--- src/rtl/lane_traffic.sv ---
// lane_traffic: multi-lane scrolling traffic generator for a crossing game.
//
// Each lane carries one car that steps one pixel at a lane-specific rate.
// Even lanes drift right and odd lanes drift left, and both wrap at the
// screen edge. A four-state controller (IDLE / RUN / PAUSE / FREEZE) gates
// the motion. A hit freezes the play field for FREEZE_CYCLES clocks and then
// restores the initial layout.
//
// Ports
//   i_Clk    : system clock
//   i_Rst_L  : synchronous active-low reset
//   i_Start  : level request to leave IDLE
//   i_Pause  : level, holds all lanes while high
//   i_Hit    : one-cycle collision pulse
//   i_Level  : difficulty, each step halves the base period
//   o_Car_X  : lane i position at [i*X_WIDTH +: X_WIDTH] (registered)
//   o_Step   : bit i high for the cycle in which lane i moved (registered)
//   o_State  : IDLE=0, RUN=1, PAUSE=2, FREEZE=3
module lane_traffic #(
    parameter int unsigned NUM_LANES     = 4,
    parameter int unsigned X_WIDTH       = 10,
    parameter int unsigned SCREEN_W      = 640,
    parameter int unsigned BASE_DIV      = 250000,
    parameter int unsigned LANE_DIV_STEP = 50000,
    parameter int unsigned INIT_STEP     = 160,
    parameter int unsigned FREEZE_CYCLES = 25000000
) (
    input  logic                         i_Clk,
    input  logic                         i_Rst_L,
    input  logic                         i_Start,
    input  logic                         i_Pause,
    input  logic                         i_Hit,
    input  logic [2:0]                   i_Level,
    output logic [NUM_LANES*X_WIDTH-1:0] o_Car_X,
    output logic [NUM_LANES-1:0]         o_Step,
    output logic [1:0]                   o_State
);

    typedef enum logic [1:0] {
        ST_IDLE   = 2'd0,
        ST_RUN    = 2'd1,
        ST_PAUSE  = 2'd2,
        ST_FREEZE = 2'd3
    } state_t;

    localparam logic [X_WIDTH-1:0] X_MAX  = X_WIDTH'(SCREEN_W - 1);
    localparam logic [X_WIDTH-1:0] X_ZERO = {X_WIDTH{1'b0}};
    localparam logic [X_WIDTH-1:0] X_ONE  = {{(X_WIDTH-1){1'b0}}, 1'b1};

    state_t                              state_q, state_d;
    logic [24:0]                         frz_cnt_q, frz_cnt_d;
    logic [19:0]                         cnt_q [NUM_LANES];
    logic [19:0]                         cnt_d [NUM_LANES];
    logic [NUM_LANES-1:0][X_WIDTH-1:0]   x_q, x_d;
    logic [NUM_LANES-1:0]                step_q, step_d;
    logic                                run_s;
    logic                                reload_s;
    logic                                frz_done_s;

    // Starting layout: lanes evenly staggered across the screen.
    function automatic logic [X_WIDTH-1:0] init_x_f(input int unsigned lane);
        init_x_f = X_WIDTH'((lane * INIT_STEP) % SCREEN_W);
    endfunction

    // Step period for a lane at a given level, never below one clock.
    function automatic logic [31:0] period_f(input int unsigned lane, input logic [2:0] lvl);
        logic [31:0] p;
        p = (32'(BASE_DIV) >> lvl) + (32'(lane) * 32'(LANE_DIV_STEP));
        if (p == 32'd0) begin
            period_f = 32'd1;
        end else begin
            period_f = p;
        end
    endfunction

    // One-pixel move with wrap so an out-of-range value is never stored.
    function automatic logic [X_WIDTH-1:0] next_x_f(input logic [X_WIDTH-1:0] x, input logic left);
        if (left) begin
            if (x == X_ZERO) begin
                next_x_f = X_MAX;
            end else begin
                next_x_f = x - X_ONE;
            end
        end else begin
            if (x >= X_MAX) begin
                next_x_f = X_ZERO;
            end else begin
                next_x_f = x + X_ONE;
            end
        end
    endfunction

    // Freeze ends on the cycle its counter reaches the last hold clock.
    assign frz_done_s = (state_q == ST_FREEZE) &&
                        (({7'd0, frz_cnt_q} + 32'd1) >= 32'(FREEZE_CYCLES));

    // State register plus all datapath flops; reset wins over everything.
    always_ff @(posedge i_Clk) begin
        if (!i_Rst_L) begin
            state_q   <= ST_IDLE;
            frz_cnt_q <= 25'd0;
            step_q    <= {NUM_LANES{1'b0}};
            for (int unsigned i = 0; i < NUM_LANES; i++) begin
                cnt_q[i] <= 20'd0;
                x_q[i]   <= init_x_f(i);
            end
        end else begin
            state_q   <= state_d;
            frz_cnt_q <= frz_cnt_d;
            step_q    <= step_d;
            for (int unsigned i = 0; i < NUM_LANES; i++) begin
                cnt_q[i] <= cnt_d[i];
                x_q[i]   <= x_d[i];
            end
        end
    end

    // Next-state logic; a hit outranks pause in the same cycle.
    always_comb begin
        state_d = state_q;
        case (state_q)
            ST_IDLE: begin
                if (i_Start) state_d = ST_RUN;
                else         state_d = ST_IDLE;
            end
            ST_RUN: begin
                if (i_Hit)        state_d = ST_FREEZE;
                else if (i_Pause) state_d = ST_PAUSE;
                else              state_d = ST_RUN;
            end
            ST_PAUSE: begin
                if (i_Hit)         state_d = ST_FREEZE;
                else if (!i_Pause) state_d = ST_RUN;
                else               state_d = ST_PAUSE;
            end
            ST_FREEZE: begin
                if (frz_done_s) state_d = ST_IDLE;
                else            state_d = ST_FREEZE;
            end
            default: state_d = ST_IDLE;
        endcase
    end

    // State-decoded controls for the lane datapath.
    always_comb begin
        run_s    = 1'b0;
        reload_s = 1'b0;
        case (state_q)
            ST_RUN:    run_s    = 1'b1;
            ST_FREEZE: reload_s = frz_done_s;
            ST_IDLE:   run_s    = 1'b0;
            ST_PAUSE:  run_s    = 1'b0;
            default: begin
                run_s    = 1'b0;
                reload_s = 1'b0;
            end
        endcase
    end

    // Freeze hold counter; zero whenever not freezing so each freeze starts clean.
    always_comb begin
        if ((state_q == ST_FREEZE) && !frz_done_s) begin
            frz_cnt_d = frz_cnt_q + 25'd1;
        end else begin
            frz_cnt_d = 25'd0;
        end
    end

    // Per-lane rate counters and positions. The >= test lets a shorter
    // period (level raised mid-count) fire at once instead of overflowing.
    always_comb begin
        for (int unsigned i = 0; i < NUM_LANES; i++) begin
            cnt_d[i]  = cnt_q[i];
            x_d[i]    = x_q[i];
            step_d[i] = 1'b0;
            if (reload_s) begin
                cnt_d[i] = 20'd0;
                x_d[i]   = init_x_f(i);
            end else if (run_s) begin
                if ({12'd0, cnt_q[i]} >= (period_f(i, i_Level) - 32'd1)) begin
                    cnt_d[i]  = 20'd0;
                    x_d[i]    = next_x_f(x_q[i], i[0]);
                    step_d[i] = 1'b1;
                end else begin
                    cnt_d[i] = cnt_q[i] + 20'd1;
                end
            end else begin
                cnt_d[i] = cnt_q[i];
                x_d[i]   = x_q[i];
            end
        end
    end

    assign o_Car_X = x_q;
    assign o_Step  = step_q;
    assign o_State = state_q;

endmodule

--- config.mk ---
export PLATFORM = sky130hd
export DESIGN_NAME = lane_traffic
export DESIGN_NICKNAME = d
export VERILOG_FILES = /design/src/rtl/lane_traffic.sv
export SDC_FILE = /design/constraint.sdc
export NUM_CORES = 1
export LEC_CHECK = 0
export BUFFER_PORTS_ARGS = -buffer_cell sky130_fd_sc_hd__buf_2
export CAP_MARGIN = 5
export CORE_MARGIN = 1.5
export CORE_UTILIZATION = 63
export DETAILED_ROUTE_END_ITERATION = 6
export HOLD_SLACK_MARGIN = 0.1
export MAX_ROUTING_LAYER = met4
export PLACE_DENSITY = 0.79
export SYNTH_ARGS = -nofsm -noshare
export SYNTH_HDL_FRONTEND = slang
export SYNTH_SLANG_ARGS = --single-unit
--- constraint.sdc ---
create_clock -name i_Clk -period 9.17 [get_ports i_Clk]
set_input_delay 2.751 -clock i_Clk [delete_from_list [all_inputs] [get_ports i_Clk]]
set_output_delay 2.751 -clock i_Clk [all_outputs]
set_load 0.1 [all_outputs]
==> results.sh, run 1 <==
export IMPL_place_hpwl_um=19100
export IMPL_r2r_start="frz_cnt_q[0]$_SDFF_PN0_"
export IMPL_fill_cells=1376
export IMPL_clkTransAtPathRegs_ns=0.06
export IMPL_gp_congestion=0.943
export IMPL_grt_start_max_net_pins=83
export IMPL_cts_buffers=17
export IMPL_io_buffers=53
export IMPL_rsz0062_at_grt="false"
export IMPL_htreeDepth=4
export IMPL_die_y_um=134
export IMPL_nets=1517
export IMPL_tightest_slew_ns=0.968
export IMPL_min_from="o_Car_X[21]$_SDFFE_PP0P_"
export IMPL_cts_root_buf="clkbuf_16"
export IMPL_fmax_mhz=131
export IMPL_crit_chain="buf_2 -> buf_4 -> ha_1 -> nor2_2 -> inv_1 -> a2111oi_1 -> a221oi_1 -> ha_1 -> a21o_1 -> a21oi_1 -> or3b_2 -> a31oi_1 -> o21ai_2 -> buf_4 -> or3_1 -> a211oi_1"
export IMPL_hold_viol=0
export IMPL_cts_tree="done"
export IMPL_syn2layout_area_growth_pct=8.99
export IMPL_cp_top_family="compound AO/OA/AOI/OAI gates"
export IMPL_multi_input_area_sq_um=7310
export IMPL_synth_top_family_by_area="simple AND/OR/NAND/NOR gates"
export IMPL_vias=9899
export IMPL_drive_above_1_share_pct=8.89
export IMPL_grt_first_pass_wirelength_um=44600
export IMPL_synth_distinct_cells=78
export IMPL_ir_drop_v=0.000128
export IMPL_synth_top_area_share_pct=28.0
export IMPL_grt_pass1_vias=9063
export IMPL_hold_path_class="reg2reg"
export IMPL_yosys_warnings=0
export IMPL_antenna_found_initial=0
export IMPL_min_period_ns=7.62
export IMPL_route_detailed_drc=0
export IMPL_critical_path_cell_count=16
export IMPL_min_to="o_Car_X[21]$_SDFFE_PP0P_"
export IMPL_wl_um=26800
export IMPL_ctsHoldBuffers=0
export IMPL_synth_enable_flop_cells=0
export IMPL_worstRegToRegCells=9
export IMPL_wl_per_cell_um=16.3
export IMPL_post_cts_buffers=0
export IMPL_async_reset_ff_share_pct=0
export IMPL_crit_path_start="i_Level[0]"
export IMPL_crit_fanout=32
export IMPL_crit_arrival_ns=7.96
export IMPL_initial_core_util_pct=64.9
export IMPL_via_per_inst=6.04
export IMPL_drt_iter0_drc=614
export IMPL_rows=47
export IMPL_synthSimpleGateAreaFrac_pct=27.0
export IMPL_ys_seq_area_share_pct=28.0
export IMPL_synth_compound_area_share_pct=15.9
export IMPL_fin_skew_ns=0.0191
export IMPL_slew_viol_final=0
export IMPL_num_antenna_cells=0
export IMPL_syn_avg_cell_area_sq_um=7.83
export IMPL_synthTopCellsByArea="dfxtp_1 (28%), ha_1 (12%), xnor2_1 (6.9%)"
export IMPL_place_inst=1606
export IMPL_synth_mux_area_share_pct=0.741
export IMPL_syn_area_sq_um=10800
export IMPL_setup_tns_ns=0
export IMPL_firstDrtPassIters=5
export IMPL_synth_top_cell_by_area="dfxtp_1"
export IMPL_synth_cells=1380
export IMPL_maxCapViolCount=0
export IMPL_worst_path_buf_inv=4
export IMPL_synth_xor_area_share_pct=11.6
export IMPL_crit_required_ns=9.51
export IMPL_endpoint_kind="flip-flop"
export IMPL_coreArea_sq_um=16600
export IMPL_seqCellArea_sq_um=3020
export IMPL_gr_total_overflow=0
export IMPL_clkSinkCount=151
export IMPL_path_class="in2reg"
export IMPL_clk_latency_ns=0.44
export IMPL_hold_depth=2
export IMPL_synth_adder_area_share_pct=12.0
export IMPL_ios=54
export IMPL_synth_seq_cells=151
export IMPL_relSlewSlack_pct=35.3
export IMPL_crit_path_start_kind="primary input"
export IMPL_leakagePower_nw=4.98
export IMPL_final_antenna_net_count=0
export IMPL_grt_total_usage_pct=31.3
export IMPL_slowest_delay_ns=0.88
export IMPL_die_area_sq_um=17900
export IMPL_slowest_stage="a2111oi_1"
export IMPL_p_per_area_nw_per_um2=134
export IMPL_synth_main_ff_cell="dfxtp_1"
export IMPL_worstReg2RegEnd="o_Car_X[14]$_SDFFE_PP0P_"
export IMPL_timing_final_crit_share_pct=83.1
export IMPL_clk_path_buf_depth=2
export IMPL_cts_resized=0
export IMPL_setup_viol=0
export IMPL_layout_cells_non_filler=1638
export IMPL_status="completed"
export IMPL_die_w_um=134
export IMPL_rrSetupSlack_ns=5.85
## placed cells by master (no fill, tap or decap), drive strengths merged, types with 5 or more instances in the layout
cell type,count
or4,9
nor3,47
a21o,23
buf,71
xor2,58
nand4,30
o211ai,9
nand3,51
inv,52
nand2b,17
xnor2,85
nor2b,11
a21oi,70
and2,10
a221oi,5
a211o,7
mux2i,8
ha,104
or3b,6
nor4,9
nor2,169
and3,41
a21boi,5
a211oi,15
nand2,162
clkbuf,21
o21ai,49
nand3b,5
o31ai,8
or4b,6
or3,6
a31oi,10
dfxtp,151
o21a,5
or2,7
and4,5
## layer usage
layer | up-vias | global-route usage, % | part of all wire (%)
met5 | - | - | 0
met4 | 0 | 11.1 | 2.7
met3 | 52 | 4.61 | 5.3
met2 | 291 | 50.3 | 47
met1 | 4642 | 40.2 | 45
li1 | 4914 | - | -
## state kept, by name, indices dropped and copies added (netlist names)
register   cells
o_Step         4
o_Car_X       40
frz_cnt_q     25
o_State        2
cnt_q         80
## power breakdown
| group | total [mW] | switching (mW) | internal [mW] |
|---|---|---|---|
| Clock | 0.699 | 0.300 | 0.399 |
| Combinational | 0.214 | 0.140 | 0.0740 |
| Sequential | 0.666 | 0.00597 | 0.660 |
| Total | 1.58 | 0.445 | 1.13 |
## per-stage QoR
| step | setup slack (ns) | hold slack, ns | area (sq um) | power [mW] | utilization, % |
|---|---|---|---|---|---|
| global placement | 1.26 | 0.471 | 11200 | 0.887 | 67.2 |
| global route | 1.21 | 0.505 | 11800 | 1.64 | 70.7 |
| finish | 1.55 | 0.490 | 11800 | 1.58 | 70.7 |
| CTS | 1.64 | 0.494 | 11800 | 1.58 | 70.7 |
| detailed placement | 1.22 | 0.478 | 11200 | 0.889 | 67.2 |
| floorplan | 1.49 | 0.452 | 10800 | 0.835 | - |
## logic make-up (layout without fill, tap and decap cells)
group	Yosys count	after routing
AO/OA/AOI/OAI	257	257
XOR/XNOR	143	143
AND/OR/NAND/NOR	600	600
multiplexers	8	8
buffers and inverters	116	151
adder cells (fa/ha/maj)	104	104
other	1	4
flip-flops	151	151
## synthesized netlist by cell type (11+ instances only)
cell type,instances
a211oi_1,15
a21o_1,23
a21oi_1,70
and3_1,41
buf_2,17
buf_4,11
clkbuf_1,36
dfxtp_1,151
ha_1,104
inv_1,48
nand2_1,162
nand2b_1,17
nand3_1,51
nand4_1,29
nor2_1,167
nor2b_1,11
nor3_1,46
o21ai_0,47
xnor2_1,85
xor2_1,58
## how the worst max path moves through the flow
| stage | end | slack, ns |
|---|---|---|
| final | o_Car_X[3]$_SDFFE_PP0P_ | 1.55 |
| after global routing | o_Car_X[38]$_SDFFE_PP1P_ | 1.21 |
| after CTS | o_Car_X[3]$_SDFFE_PP0P_ | 1.64 |
| after detailed placement | o_Car_X[38]$_SDFFE_PP1P_ | 1.22 |
| after global placement | o_Car_X[3]$_SDFFE_PP0P_ | 1.26 |
| after floorplan | o_Car_X[37]$_SDFFE_PP1P_ | 1.49 |
## worst register-to-register path, stage by stage, from the launching register on
cell      delay [ns]
dfxtp_1         0.42
ha_1            0.35
nand2_1         0.12
nor2_1          0.52
nand4_1         0.21
xnor2_1         0.19
nand4_1         0.21
o311ai_4        0.27
buf_4           0.68
nor2_1          0.21
## final cells by class
cell class / count / share of cell area, %
inverter: 48 / 1.53
timing repair buffer: 71 / 3.40
clock buffer: 21 / 4.00
clock inverter: 11 / 0.956
multi-input combinational: 1116 / 62.1
sequential: 151 / 25.7
tap: 220 / 2.34
No activity file was read; power rests on OpenSTA's default activity.
==> run 2, diff against run 1 <==
--- a/config.mk
+++ b/config.mk
@@ -8,11 +8,11 @@
 export BUFFER_PORTS_ARGS = -buffer_cell sky130_fd_sc_hd__buf_2
 export CAP_MARGIN = 5
 export CORE_MARGIN = 1.5
-export CORE_UTILIZATION = 63
+export CORE_UTILIZATION = 57
 export DETAILED_ROUTE_END_ITERATION = 6
 export HOLD_SLACK_MARGIN = 0.1
 export MAX_ROUTING_LAYER = met4
-export PLACE_DENSITY = 0.79
+export PLACE_DENSITY = 0.75
 export SYNTH_ARGS = -nofsm -noshare
 export SYNTH_HDL_FRONTEND = slang
 export SYNTH_SLANG_ARGS = --single-unit
==> constraint.sdc (replaced) <==
create_clock -name i_Clk -period 6.2 [get_ports i_Clk]
set_input_delay 1.86 -clock i_Clk [delete_from_list [all_inputs] [get_ports i_Clk]]
set_output_delay 1.86 -clock i_Clk [all_outputs]
set_load 0.1 [all_outputs]
==> run 2 against run 1 <==
Register-to-register slack got worse by 3.4 ns. Worst hold slack got worse by 0.0022 ns. Largest power group unchanged. Design area rose by 3.6%. Clock skew fell by 0.0046 ns. Cell count rose by 3.7%. Count of clock-buffer cells in the layout fell by 2. Non-clock buffer count rose by 46. Critical path depth rose by 2. Clock power rose by 47%. Die area rose by 10%. Sequential power rose by 48%. Sequential cell count did not move.
==> results.sh, run 2 (synthesis results as in run 1) <==
export IMPL_status="completed"
export IMPL_grt_total_usage_pct=28.7
export IMPL_slew_viol_final=0
export IMPL_antenna_found_initial=0
export IMPL_die_y_um=141
export IMPL_tightest_slew_ns=1.05
export IMPL_clk_path_buf_depth=2
export IMPL_setup_viol=0
export IMPL_endpoint_kind="flip-flop"
export IMPL_worstReg2RegEnd="cnt_q[3][18]$_SDFFE_PP0P_"
export IMPL_drt_iter0_drc=633
export IMPL_vias=9976
export IMPL_final_antenna_net_count=0
export IMPL_gp_congestion=0.983
export IMPL_min_from="o_Car_X[21]$_SDFFE_PP0P_"
export IMPL_cts_buffers=17
export IMPL_syn2layout_area_growth_pct=12.9
export IMPL_clkSinkCount=151
export IMPL_die_area_sq_um=19800
export IMPL_min_to="o_Car_X[21]$_SDFFE_PP0P_"
export IMPL_relSlewSlack_pct=29.7
export IMPL_rrSetupSlack_ns=2.46
export IMPL_r2r_start="frz_cnt_q[0]$_SDFF_PN0_"
export IMPL_path_class="in2reg"
export IMPL_maxCapViolCount=0
export IMPL_setup_tns_ns=0
export IMPL_ios=54
export IMPL_cts_resized=0
export IMPL_wl_um=27200
export IMPL_post_cts_buffers=0
export IMPL_crit_path_start_kind="primary input"
export IMPL_hold_path_class="reg2reg"
export IMPL_placement_cell_area_sq_um=11600
export IMPL_fin_area_sq_um=12200
export IMPL_crit_required_ns=6.51
export IMPL_rows=50
export IMPL_crit_arrival_ns=6.14
export IMPL_firstDrtPassIters=5
export IMPL_timing_final_crit_share_pct=94.1
export IMPL_coreArea_sq_um=18600
export IMPL_clkTransAtPathRegs_ns=0.07
export IMPL_grt_first_pass_wirelength_um=45200
export IMPL_htreeDepth=4
export IMPL_worstRegToRegCells=9
export IMPL_clk_latency_ns=0.44
export IMPL_place_hpwl_um=19900
export IMPL_num_antenna_cells=0
export IMPL_final_common_cell="nor2_1"
export IMPL_grt_pass1_vias=9403
export IMPL_die_w_um=141
export IMPL_cts_tree="done"
export IMPL_gr_total_overflow=0
export IMPL_route_detailed_drc=0
export IMPL_leakagePower_nw=5.22
export IMPL_layout_common_cells="nor2_1 (167), nand2_1 (162), dfxtp_1 (151)"
export IMPL_fmax_mhz=171
export IMPL_nets=1563
export IMPL_p_per_area_nw_per_um2=193
export IMPL_grt_start_max_net_pins=53
export IMPL_cts_root_buf="clkbuf_16"
export IMPL_rsz0062_at_grt="false"
export IMPL_ctsHoldBuffers=0
export IMPL_min_period_ns=5.83
export IMPL_largest_reg_flops=80
export IMPL_crit_fanout=7
export IMPL_fin_skew_ns=0.0145
export IMPL_hold_depth=2
export IMPL_hold_viol=0
export IMPL_drive_above_1_share_pct=12.1
export IMPL_io_buffers=53
export IMPL_regMostFlops="cnt_q"
export IMPL_wl_per_cell_um=16.0
export IMPL_via_per_inst=5.88
export IMPL_initial_core_util_pct=57.9
export IMPL_ir_drop_v=0.000183
## run 2: changes by cell type in the layout (fill, tap and decap cells not counted), sizes merged
cell and change:
clkinvlp -1, buf +46, inv +1, clkinv +2, clkbuf -2
## run 2: critical path: stages
cell,delay [ns]
buf_2,0.13
inv_1,0.15
ha_1,0.33
or4bb_1,0.48
a21oi_2,0.23
o21ai_2,0.09
a211oi_2,0.27
nand3_1,0.16
mux2i_1,0.18
o211ai_1,0.14
ha_1,0.32
a21o_1,0.16
a211o_1,0.30
a211o_1,0.29
a41oi_2,0.22
a211o_1,0.29
nor3_1,0.07
or3b_2,0.46
## run 2: area by class of cell
type,instances,area [sq um]
multi-input cells,1116,7340
fillers,1601,6450
flip-flops and latches,151,3020
repair buffers,117,783
clock buffers,19,443
well taps,234,293
inverters,48,180
clock inverters,13,136
## run 2: worst max-delay path by stage
stage / from / endpoint / slack, ns
CTS: i_Level[1] / o_Car_X[37]$_SDFFE_PP1P_ / 0.43
finish: i_Level[1] / o_Car_X[37]$_SDFFE_PP1P_ / 0.37
floorplan: i_Level[1] / o_Car_X[37]$_SDFFE_PP1P_ / 0.001
detailed placement: i_Level[1] / o_Car_X[37]$_SDFFE_PP1P_ / 0.02
global route: i_Level[1] / o_Car_X[38]$_SDFFE_PP1P_ / 0.12
global placement: i_Level[0] / o_Car_X[38]$_SDFFE_PP1P_ / 0.09
## run 2: metrics by stage
step	setup slack, ns	instances	hold WS [ns]	power [mW]	util (%)
2_1_floorplan	0.00108	1383	0.452	1.24	-
3_3_place_gp	0.0897	1666	0.466	1.34	62.3
3_5_place_dp	0.0204	1666	0.477	1.34	62.3
4_1_cts	0.426	1698	0.487	2.37	65.4
5_1_grt	0.121	1698	0.532	2.45	65.4
6_report	0.368	1698	0.488	2.36	65.4
## run 2: metal layers
metal,track usage [%],vias up,share of wire [%]
met2,47.9,256,48
li1,-,5018,-
met1,34.7,4643,45
met4,11.7,0,3.0
met3,4.35,59,4.8
met5,-,-,0
## run 2: power by group
group          switching, mW  internal, mW
clock network          0.457         0.574
logic                  0.210         0.132
registers            0.00902         0.977
==> run 3, diff against run 2 <==
--- a/config.mk
+++ b/config.mk
@@ -8,11 +8,11 @@
 export BUFFER_PORTS_ARGS = -buffer_cell sky130_fd_sc_hd__buf_2
 export CAP_MARGIN = 5
 export CORE_MARGIN = 1.5
-export CORE_UTILIZATION = 57
+export CORE_UTILIZATION = 35
 export DETAILED_ROUTE_END_ITERATION = 6
 export HOLD_SLACK_MARGIN = 0.1
 export MAX_ROUTING_LAYER = met4
-export PLACE_DENSITY = 0.75
+export PLACE_DENSITY = 0.49
 export SYNTH_ARGS = -nofsm -noshare
 export SYNTH_HDL_FRONTEND = slang
 export SYNTH_SLANG_ARGS = --single-unit
==> run 3 against run 2 <==
Sequential power about the same. Combinational power grew 5%. Register-to-register slack gained 0.51 ns. Largest power group unchanged. Sequential cell count unchanged. Fmax fell by 1.1%. Design area increased by 2.8%. Sequential share of layout area down 0.67 points. Die area increased by 61%.
==> results.sh, run 3 (synthesis results as in run 1) <==
export IMPL_hold_viol=0
export IMPL_rows=64
export IMPL_crit_required_ns=6.50
export IMPL_r2r_start="frz_cnt_q[0]$_SDFF_PN0_"
export IMPL_relSlewSlack_pct=50.6
export IMPL_slowest_stage="o41ai_1"
export IMPL_worstRegToRegCells=9
export IMPL_slew_viol_final=0
export IMPL_setup_tns_ns=0
export IMPL_die_w_um=179
export IMPL_route_detailed_drc=0
export IMPL_post_cts_buffers=0
export IMPL_fmax_mhz=170
export IMPL_coreArea_sq_um=30500
export IMPL_num_antenna_cells=0
export IMPL_clkTransAtPathRegs_ns=0.06
export IMPL_rsz0062_at_grt="false"
export IMPL_syn2layout_area_growth_pct=16.0
export IMPL_clk_latency_ns=0.44
export IMPL_p_per_area_nw_per_um2=189
export IMPL_grt_pass1_vias=9371
export IMPL_critical_path_cell_count=18
export IMPL_htreeDepth=4
export IMPL_gp_congestion=0.882
export IMPL_crit_path_start_kind="primary input"
export IMPL_regMostFlops="cnt_q"
export IMPL_cts_root_buf="clkbuf_16"
export IMPL_nets=1580
export IMPL_crit_fanout=13
export IMPL_crit_chain="buf_2 -> buf_4 -> ha_1 -> nor2_1 -> or2_0 -> buf_4 -> a21oi_1 -> a21boi_0 -> o211ai_1 -> nand4_1 -> o41ai_1 -> ha_1 -> nand4_1 -> nor2_1 -> a41oi_2 -> a211o_1 -> o41ai_1 -> or3b_2"
export IMPL_rrSetupSlack_ns=2.97
export IMPL_crit_arrival_ns=6.20
export IMPL_wl_um=29400
export IMPL_drive_above_1_share_pct=13.2
export IMPL_layout_cells_non_filler=1876
export IMPL_final_common_cell="nor2_1"
export IMPL_critPathCapture="o_Car_X[37]$_SDFFE_PP1P_"
export IMPL_cts_tree="done"
export IMPL_largest_reg_flops=80
export IMPL_antenna_found_initial=0
export IMPL_fin_skew_ns=0.0136
export IMPL_min_period_ns=5.90
export IMPL_timing_final_ws_setup_ns=0.303
export IMPL_leakagePower_nw=5.30
export IMPL_vias=9728
export IMPL_final_antenna_net_count=0
export IMPL_initial_core_util_pct=35.4
export IMPL_crit_path_start="i_Level[0]"
export IMPL_ir_drop_v=0.000185
export IMPL_gr_total_overflow=0
export IMPL_p_total_mw=2.37
export IMPL_status="completed"
export IMPL_maxCapViolCount=0
export IMPL_hold_path_class="reg2reg"
export IMPL_timing_final_crit_share_pct=95.1
export IMPL_tightest_slew_ns=0.736
export IMPL_place_hpwl_um=21800
export IMPL_dp_slack_ns=-0.214
export IMPL_ios=54
export IMPL_clk_path_buf_depth=2
export IMPL_grt_total_usage_pct=19.6
export IMPL_worst_path_buf_inv=3
export IMPL_layout_common_cells="nor2_1 (167), nand2_1 (162), dfxtp_1 (151)"
export IMPL_cts_buffers=17
export IMPL_die_y_um=179
export IMPL_cp_top_family="compound AO/OA/AOI/OAI gates"
export IMPL_slowest_delay_ns=0.50
export IMPL_via_per_inst=5.19
export IMPL_grt_start_max_net_pins=121
export IMPL_setup_viol=0
export IMPL_die_area_sq_um=31900
export IMPL_path_class="in2reg"
export IMPL_io_buffers=53
export IMPL_wl_per_cell_um=15.7
export IMPL_worstReg2RegEnd="o_Car_X[37]$_SDFFE_PP1P_"
export IMPL_firstDrtPassIters=5
export IMPL_fill_cells=3129
export IMPL_place_inst=1845
export IMPL_endpoint_kind="flip-flop"
export IMPL_clkSinkCount=151
export IMPL_drt_iter0_drc=496
export IMPL_grt_first_pass_wirelength_um=48500
## run 3: layout make-up
type / instances / area [sq um] / area share (%)
clock inverters: 10 / 95.1 / 0.759
flip-flops and latches: 151 / 3020 / 24.1
repair buffers: 134 / 923 / 7.37
well taps: 396 / 495 / 3.95
multi-input cells: 1116 / 7340 / 58.6
inverters: 48 / 180 / 1.44
clock buffers: 21 / 470 / 3.75
## run 3: power breakdown
group	switching, mW	internal, mW
clock network	0.444	0.584
registers	0.00915	0.977
logic	0.217	0.142
total	0.671	1.70
## run 3: worst min-delay path by stage
stage / from / endpoint / slack [ns] / depth (start not counted)
final: frz_cnt_q[0]$_SDFF_PN0_ / frz_cnt_q[0]$_SDFF_PN0_ / 0.49 / 1
after global routing: frz_cnt_q[0]$_SDFF_PN0_ / frz_cnt_q[0]$_SDFF_PN0_ / 0.50 / 1
after CTS: o_Car_X[21]$_SDFFE_PP0P_ / o_Car_X[21]$_SDFFE_PP0P_ / 0.49 / 2
after detailed placement: frz_cnt_q[0]$_SDFF_PN0_ / frz_cnt_q[0]$_SDFF_PN0_ / 0.48 / 1
after global placement: frz_cnt_q[0]$_SDFF_PN0_ / frz_cnt_q[0]$_SDFF_PN0_ / 0.47 / 1
after floorplan: frz_cnt_q[0]$_SDFF_PN0_ / frz_cnt_q[0]$_SDFF_PN0_ / 0.45 / 1
## run 3: what timing repair did
action | 4_1_cts | 5_1_grt
setup endpoints to repair | 0 | 4
hold buffers | 0 | 0
gates resized for setup | 0 | 2
## run 3: per-layer routing
metal,global-route usage [%],vias to the layer above,routed length (um)
met5,-,-,0
met4,5.69,0,561
met3,2.97,32,882
met2,31.8,143,13700
met1,25.2,4510,14200
li1,-,5043,-
## run 3: stage by stage
| step | area (sq um) | utilization (%) | hold WS [ns] |
|---|---|---|---|
| after global placement | 12000 | 39.2 | 0.471 |
| final | 12500 | 41.1 | 0.489 |
| after global routing | 12500 | 41.1 | 0.504 |
| after floorplan | 10900 | - | 0.452 |
| after detailed placement | 12000 | 39.2 | 0.477 |
| after CTS | 12500 | 41.0 | 0.492 |
